===== src/rtl/speed_plant_if.sv =====
// Actuator/set-point bus between the cruise controller (master) and the speed plant (slave).
interface speed_plant_if #(
   parameter int W = 8
);
   logic         tormoz;
   logic [2:0]   pashesh;
   logic         set_load;
   logic         set_clear;
   logic [W-1:0] set_speed;
   logic [W-1:0] speed;
   logic         gt;
   logic         eq;
   logic         lt;
   logic         armed;
   logic         upd;

   modport master (
      output tormoz, pashesh, set_load, set_clear, set_speed,
      input  speed, gt, eq, lt, armed, upd
   );

   modport slave (
      input  tormoz, pashesh, set_load, set_clear, set_speed,
      output speed, gt, eq, lt, armed, upd
   );
endinterface


===== src/rtl/speed_plant.sv =====
// Vehicle speed plant: integrates brake/injection into a clamped speed with periodic drag,
// and compares it against an armed cruise target to produce gt/eq/lt.
module speed_plant #(
   parameter int W           = 8,
   parameter int UPD_DIV     = 4,
   parameter int BRAKE_DEC   = 4,
   parameter int DRAG_PERIOD = 2,
   parameter int TOL         = 1,
   parameter int MAX_SPEED   = 200
) (
   input logic         clock,
   input logic         reset_n,
   speed_plant_if.slave bus
);

   typedef enum logic {IDLE, ARMED} state_t;

   localparam logic [W-1:0] MAX_W     = W'(MAX_SPEED);
   localparam logic [W+1:0] BRAKE_W   = (W+2)'(BRAKE_DEC);
   localparam logic [W:0]   TOL_W     = (W+1)'(TOL);
   localparam logic [7:0]   DIV_LAST  = 8'(UPD_DIV - 1);
   localparam logic [7:0]   DRAG_LAST = 8'(DRAG_PERIOD - 1);

   state_t       state, state_nx;
   logic [W-1:0] speed_r, target;
   logic [7:0]   div_cnt, drag_cnt;
   logic         fire, drag, upd_r;
   logic [W+1:0] sum;
   logic [W-1:0] clamped;
   logic [W:0]   band_lo, band_hi;
   logic         gt_nx, lt_nx, gt_r, eq_r, lt_r;

   always_ff @(posedge clock or negedge reset_n) begin
      if (!reset_n) state <= IDLE;
      else          state <= state_nx;
   end

   always_comb begin
      state_nx = state;
      if (bus.set_load)                          state_nx = ARMED;
      else if (bus.set_clear && state == ARMED)  state_nx = IDLE;
   end

   always_ff @(posedge clock or negedge reset_n) begin
      if (!reset_n)          target <= '0;
      else if (bus.set_load) target <= (bus.set_speed > MAX_W) ? MAX_W : bus.set_speed;
   end

   assign fire = (div_cnt == DIV_LAST);
   assign drag = (drag_cnt == DRAG_LAST);

   // Two's-complement in W+2 bits: MSB set means the step went below zero.
   always_comb begin
      sum = {2'b00, speed_r} + {{(W-1){1'b0}}, bus.pashesh}
            - (bus.tormoz ? BRAKE_W : '0) - {{(W+1){1'b0}}, drag};
      if (sum[W+1])                   clamped = '0;
      else if (sum > {2'b00, MAX_W})  clamped = MAX_W;
      else                            clamped = sum[W-1:0];
   end

   always_ff @(posedge clock or negedge reset_n) begin
      if (!reset_n) begin
         div_cnt  <= '0;
         drag_cnt <= '0;
         speed_r  <= '0;
         upd_r    <= 1'b0;
      end else begin
         div_cnt <= fire ? '0 : div_cnt + 8'd1;
         upd_r   <= fire;
         if (fire) begin
            speed_r  <= clamped;
            drag_cnt <= drag ? '0 : drag_cnt + 8'd1;
         end
      end
   end

   always_comb begin
      band_lo = ({1'b0, target} >= TOL_W) ? ({1'b0, target} - TOL_W) : '0;
      band_hi = {1'b0, target} + TOL_W;
      gt_nx   = (state == ARMED) && ({1'b0, speed_r} > band_hi);
      lt_nx   = (state == ARMED) && ({1'b0, speed_r} < band_lo);
   end

   always_ff @(posedge clock or negedge reset_n) begin
      if (!reset_n) begin
         gt_r <= 1'b0;
         eq_r <= 1'b1;
         lt_r <= 1'b0;
      end else begin
         gt_r <= gt_nx;
         eq_r <= !(gt_nx || lt_nx);
         lt_r <= lt_nx;
      end
   end

   assign bus.speed = speed_r;
   assign bus.upd   = upd_r;
   assign bus.armed = (state == ARMED);
   assign bus.gt    = gt_r;
   assign bus.eq    = eq_r;
   assign bus.lt    = lt_r;

endmodule

===== src/flat_wrapper.sv =====
// flat-port wrapper written by rule: the top's interface ports become plain ports
module speed_plant_flat 
#(
   parameter int W           = 8,
   parameter int UPD_DIV     = 4,
   parameter int BRAKE_DEC   = 4,
   parameter int DRAG_PERIOD = 2,
   parameter int TOL         = 1,
   parameter int MAX_SPEED   = 200
)
  (clock, reset_n, bus_tormoz, bus_pashesh, bus_set_load, bus_set_clear, bus_set_speed, bus_speed, bus_gt, bus_eq, bus_lt, bus_armed, bus_upd);
  speed_plant_if #(.W(W)) bus_i ();
  input logic clock;
  input logic reset_n;
  input wire logic [$bits(bus_i.tormoz)-1:0] bus_tormoz;
  input wire logic [$bits(bus_i.pashesh)-1:0] bus_pashesh;
  input wire logic [$bits(bus_i.set_load)-1:0] bus_set_load;
  input wire logic [$bits(bus_i.set_clear)-1:0] bus_set_clear;
  input wire logic [$bits(bus_i.set_speed)-1:0] bus_set_speed;
  output wire logic [$bits(bus_i.speed)-1:0] bus_speed;
  output wire logic [$bits(bus_i.gt)-1:0] bus_gt;
  output wire logic [$bits(bus_i.eq)-1:0] bus_eq;
  output wire logic [$bits(bus_i.lt)-1:0] bus_lt;
  output wire logic [$bits(bus_i.armed)-1:0] bus_armed;
  output wire logic [$bits(bus_i.upd)-1:0] bus_upd;
  assign bus_i.tormoz = bus_tormoz;
  assign bus_i.pashesh = bus_pashesh;
  assign bus_i.set_load = bus_set_load;
  assign bus_i.set_clear = bus_set_clear;
  assign bus_i.set_speed = bus_set_speed;
  assign bus_speed = bus_i.speed;
  assign bus_gt = bus_i.gt;
  assign bus_eq = bus_i.eq;
  assign bus_lt = bus_i.lt;
  assign bus_armed = bus_i.armed;
  assign bus_upd = bus_i.upd;
  speed_plant #(.W(W), .UPD_DIV(UPD_DIV), .BRAKE_DEC(BRAKE_DEC), .DRAG_PERIOD(DRAG_PERIOD), .TOL(TOL), .MAX_SPEED(MAX_SPEED)) u_core (.clock(clock), .reset_n(reset_n), .bus(bus_i));
endmodule

===== config.mk =====
export PLATFORM = sky130hd
export DESIGN_NAME = speed_plant_flat
export DESIGN_NICKNAME = d
export VERILOG_FILES = /design/src/rtl/speed_plant_if.sv /design/src/rtl/speed_plant.sv /design/src/flat_wrapper.sv
export SDC_FILE = /design/constraint.sdc
export NUM_CORES = 1
export LEC_CHECK = 0
export CORE_MARGIN = 10
export CORE_UTILIZATION = 30
export CTS_CLUSTER_DIAMETER = 80
export CTS_CLUSTER_SIZE = 25
export DETAILED_ROUTE_END_ITERATION = 10
export GPL_ROUTABILITY_DRIVEN = 0
export PLACE_DENSITY = 0.54
export SYNTH_ARGS = -nofsm -noshare
export SYNTH_HDL_FRONTEND = slang
export SYNTH_SLANG_ARGS = --single-unit

===== constraint.sdc =====
create_clock -name clock -period 3.3 [get_ports clock]
set_input_delay 0.66 -clock clock [delete_from_list [all_inputs] [get_ports clock]]
set_output_delay 0.66 -clock clock [all_outputs]
set_load 0.02 [all_outputs]

==> flow_summary.json <==
{
  "synth_common_cells": "dfrtp_1 (36), ha_1 (28), nand2_1 (27), xnor2_1 (22), nand3_1 (20)",
  "hold_viol_final": 0,
  "track_usage": 0.1006,
  "wirelength_mm": 6.305,
  "fp.dieH_um": 115.6,
  "ys_top_cells_by_area": "dfrtp_1 (33%), ha_1 (13%), xnor2_1 (7.0%), nand2_1 (3.7%), nand3_1 (3.6%)",
  "core_mm2": 0.008806,
  "synthCells": 297,
  "setup_tns_ns": 0,
  "worst_path_max_delay_cell": "or3b_4",
  "final_area_mm2": 0.003553,
  "clkLatencyLatePin_ns": 0.29,
  "crit_arrival_ns": 3.35,
  "crit_cells": 12,
  "path_buf_inv": 1,
  "drtPass1Iterations": 4,
  "regArea_um2": 927.1,
  "critical_path_required_ns": 3.48,
  "synth_enable_flop_cells": 0,
  "endpoint_kind": "flop",
  "p_total_mw": 2.621,
  "drv_slew": 0,
  "yosys_most_used_dff": "dfrtp_1",
  "viasPerCell": 4.941,
  "dr_total_vias": 2278,
  "cts_setup_buffers": 0,
  "multiInputGateArea_mm2": 0.001778,
  "yosysTopAreaCell": "dfrtp_1",
  "clk_pin_slew_ns": 0.09,
  "num_rows": 34,
  "cts_buffer_depth": 2,
  "htree_levels": 2,
  "worstPathCellList": "dlygate4sd2_1 > ha_1 > a21o_1 > a21oi_2 > xnor2_1 > ha_4 > or3b_4 > o221ai_2 > o2111a_1 > o22ai_1 > a211o_2 > o31a_1",
  "rr_endpoint": "u_core.bus.speed[3]",
  "ir_drop_uv": 380.6,
  "worstReg2RegStart": "u_core.bus.speed[0]",
  "crit_path_start_kind": "input port",
  "grt_pass1_vias": 2326,
  "die_x_um": 115.6,
  "n_antenna_cell": 0,
  "leakagePower_nw": 1.567,
  "synth.distinct_cells": 58,
  "netlist_area_mm2": 0.002744,
  "rsz0062_at_grt": "false",
  "overflow": 0,
  "grt_pass1_wl_mm": 11.06,
  "ant_nets": 0,
  "tightest_slew_ns": 0.8111,
  "num_io_pins": 29,
  "initial_core_util": 0.3116,
  "drt_iter0_drc": 90,
  "synth_fp_nets": 342,
  "run_status": "complete, no violations",
  "max_stage_delay_ns": 0.38,
  "drc": 0,
  "relSlewSlack": 0.4593,
  "synthToLayoutAreaGrowth_pct": 29.50,
  "hpwlAfterDp_mm": 5.018,
  "cts_tree": "done",
  "r2r_setup_slack_ns": 0.20,
  "critPathTopFamily": "compound AO/OA/AOI/OAI gates",
  "grt_max_degree": 38,
  "cts.sinks": 37,
  "synth_most_common_cell": "dfrtp_1",
  "synth_seq_area_share": 0.3379,
  "layout-drive-gt1-share": 0.2125,
  "endpoint": "u_core.bus.speed[3]",
  "drv_cap": 0,
  "hold_class": "in -> async",
  "cp-startpoint": "bus_pashesh[1]",
  "syn_avg_cell_area_um2": 9.239,
  "finalCritPeriodShare": 0.9626,
  "cts_hold_buf": 0,
  "fin_skew_ns": 0.01311,
  "antenna_found_initial": 0,
  "yosysTopAreaCellShare": 0.3283,
  "io_buffer_count": 28,
  "fin_crit_ns": 3.177,
  "worstPathMaxFanout": 6,
  "reg2reg_depth": 13,
  "power.density_mw_per_mm2": 737.5,
  "root_buffer": "clkbuf_8",
  "path_class": "in -> reg",
  "synth_warnings": 0,
  "place_area_mm2": 0.003373,
  "final_nets": 397,
  "max_freq_ghz": 0.3148,
  "ys_seq_elements": 37,
  "drt-wirelength-per-cell_um": 13.68,
  "fillCellCount": 866,
  "finalSetupViolations": 0,
  "die_area_mm2": 0.01337,
  "fin_util": 0.4035,
  "synthArstFlopShare": 1.000,
  "cts_inserted_buffers": 5
}
worst reg2reg max path: cells and delay by family, from the launching register on:
family,cells,cell delay (ns)
compound gates,5,0.98
simple gates,1,0.38
xor+xnor,1,0.18
flops,1,0.42
buf+inv,2,0.07
fa+ha+maj,4,0.97
flip-flops by register name, summed over array words and instances (netlist names):
name and flops:
u_core.bus.armed 1, u_core.bus.eq 1, u_core.bus.gt 1, u_core.bus.lt 1, u_core.bus.speed 8, u_core.bus.upd 1
u_core.div_cnt 8, u_core.drag_cnt 8, u_core.target 8
repair_timing:
action / 4_1_cts / 5_1_grt
resized for setup: 9 / 7
endpoints found under the setup margin: 7 / 6
pin swaps: 7 / 5
logic make-up (layout without fill, tap and decap cells):
logic type,Yosys count,count (layout),synth area share
buffers and inverters,30,86,0.04287
XOR/XNOR,33,33,0.1081
AND/OR/NAND/NOR,102,102,0.1938
adder cells (fa/ha/maj),29,29,0.1350
flip-flops,37,37,0.3379
AO/OA/AOI/OAI,60,60,0.1587
multiplexers,6,6,0.02371
layer usage:
metal	GRT usage	share of wire	wire, µm	vias to the layer above
met5	0	0	0	-
met4	0.02502	0.010	63	0
met3	0.02377	0.028	174	5
met2	0.1625	0.46	2925	23
met1	0.1326	0.50	3141	1077
li1	-	-	-	1173
through the flow:
step                      std cells  setup slack [ns]  hold WS (ns)
final                           461            0.1234        0.4454
after global placement          453           -0.5734        0.4676
after floorplan                 297          0.003495        0.3644
after detailed placement        453           -0.6444        0.4658
after global routing            461          0.009550        0.5146
after CTS                       461          0.007294        0.4722
worst min path at each step:
stage	startpoint	to	slack, ns	depth (start not counted)
final	reset_n	u_core.drag_cnt[3]	0.45	1
after global placement	u_core.div_cnt[7]	u_core.div_cnt[7]	0.47	1
after floorplan	reset_n	u_core.bus.armed	0.36	0
after global routing	u_core.div_cnt[7]	u_core.div_cnt[7]	0.51	1
after detailed placement	u_core.div_cnt[7]	u_core.div_cnt[7]	0.47	1
after CTS	reset_n	u_core.drag_cnt[3]	0.47	1
report_power, final:
| group | switching [mW] | internal [mW] | total (mW) |
|---|---|---|---|
| sequential | 0.108 | 0.519 | 0.627 |
| combinational | 0.732 | 0.788 | 1.52 |
| clock | 0.170 | 0.304 | 0.474 |
| total | 1.01 | 1.61 | 2.62 |
placed cells by master (no fill, tap or decap), types with 5 or more instances in the layout:
cell type | netlist | routed
dfrtp_1 | 36 | 36
buf_4 | 0 | 31
nand2_1 | 27 | 27
ha_1 | 28 | 24
clkdlybuf4s50_1 | 0 | 24
xnor2_1 | 22 | 22
nand3_1 | 20 | 19
inv_1 | 19 | 16
nor2_1 | 11 | 11
o21ai_0 | 12 | 11
xor2_1 | 10 | 10
nor3_1 | 9 | 9
a21oi_1 | 9 | 7
o21a_1 | 5 | 5
nand4_1 | 5 | 5
a21o_1 | 5 | 5
clkbuf_8 | 0 | 5
layout make-up:
type,instances,share of cell area
repair buffers,59,0.1419
clock inverters,3,0.01937
multi-input cells,230,0.5004
flip-flops and latches,37,0.2609
inverters,19,0.02007
well taps,108,0.03803
clock buffers,5,0.01937
Note: power is estimated with default switching activity, not from simulation.
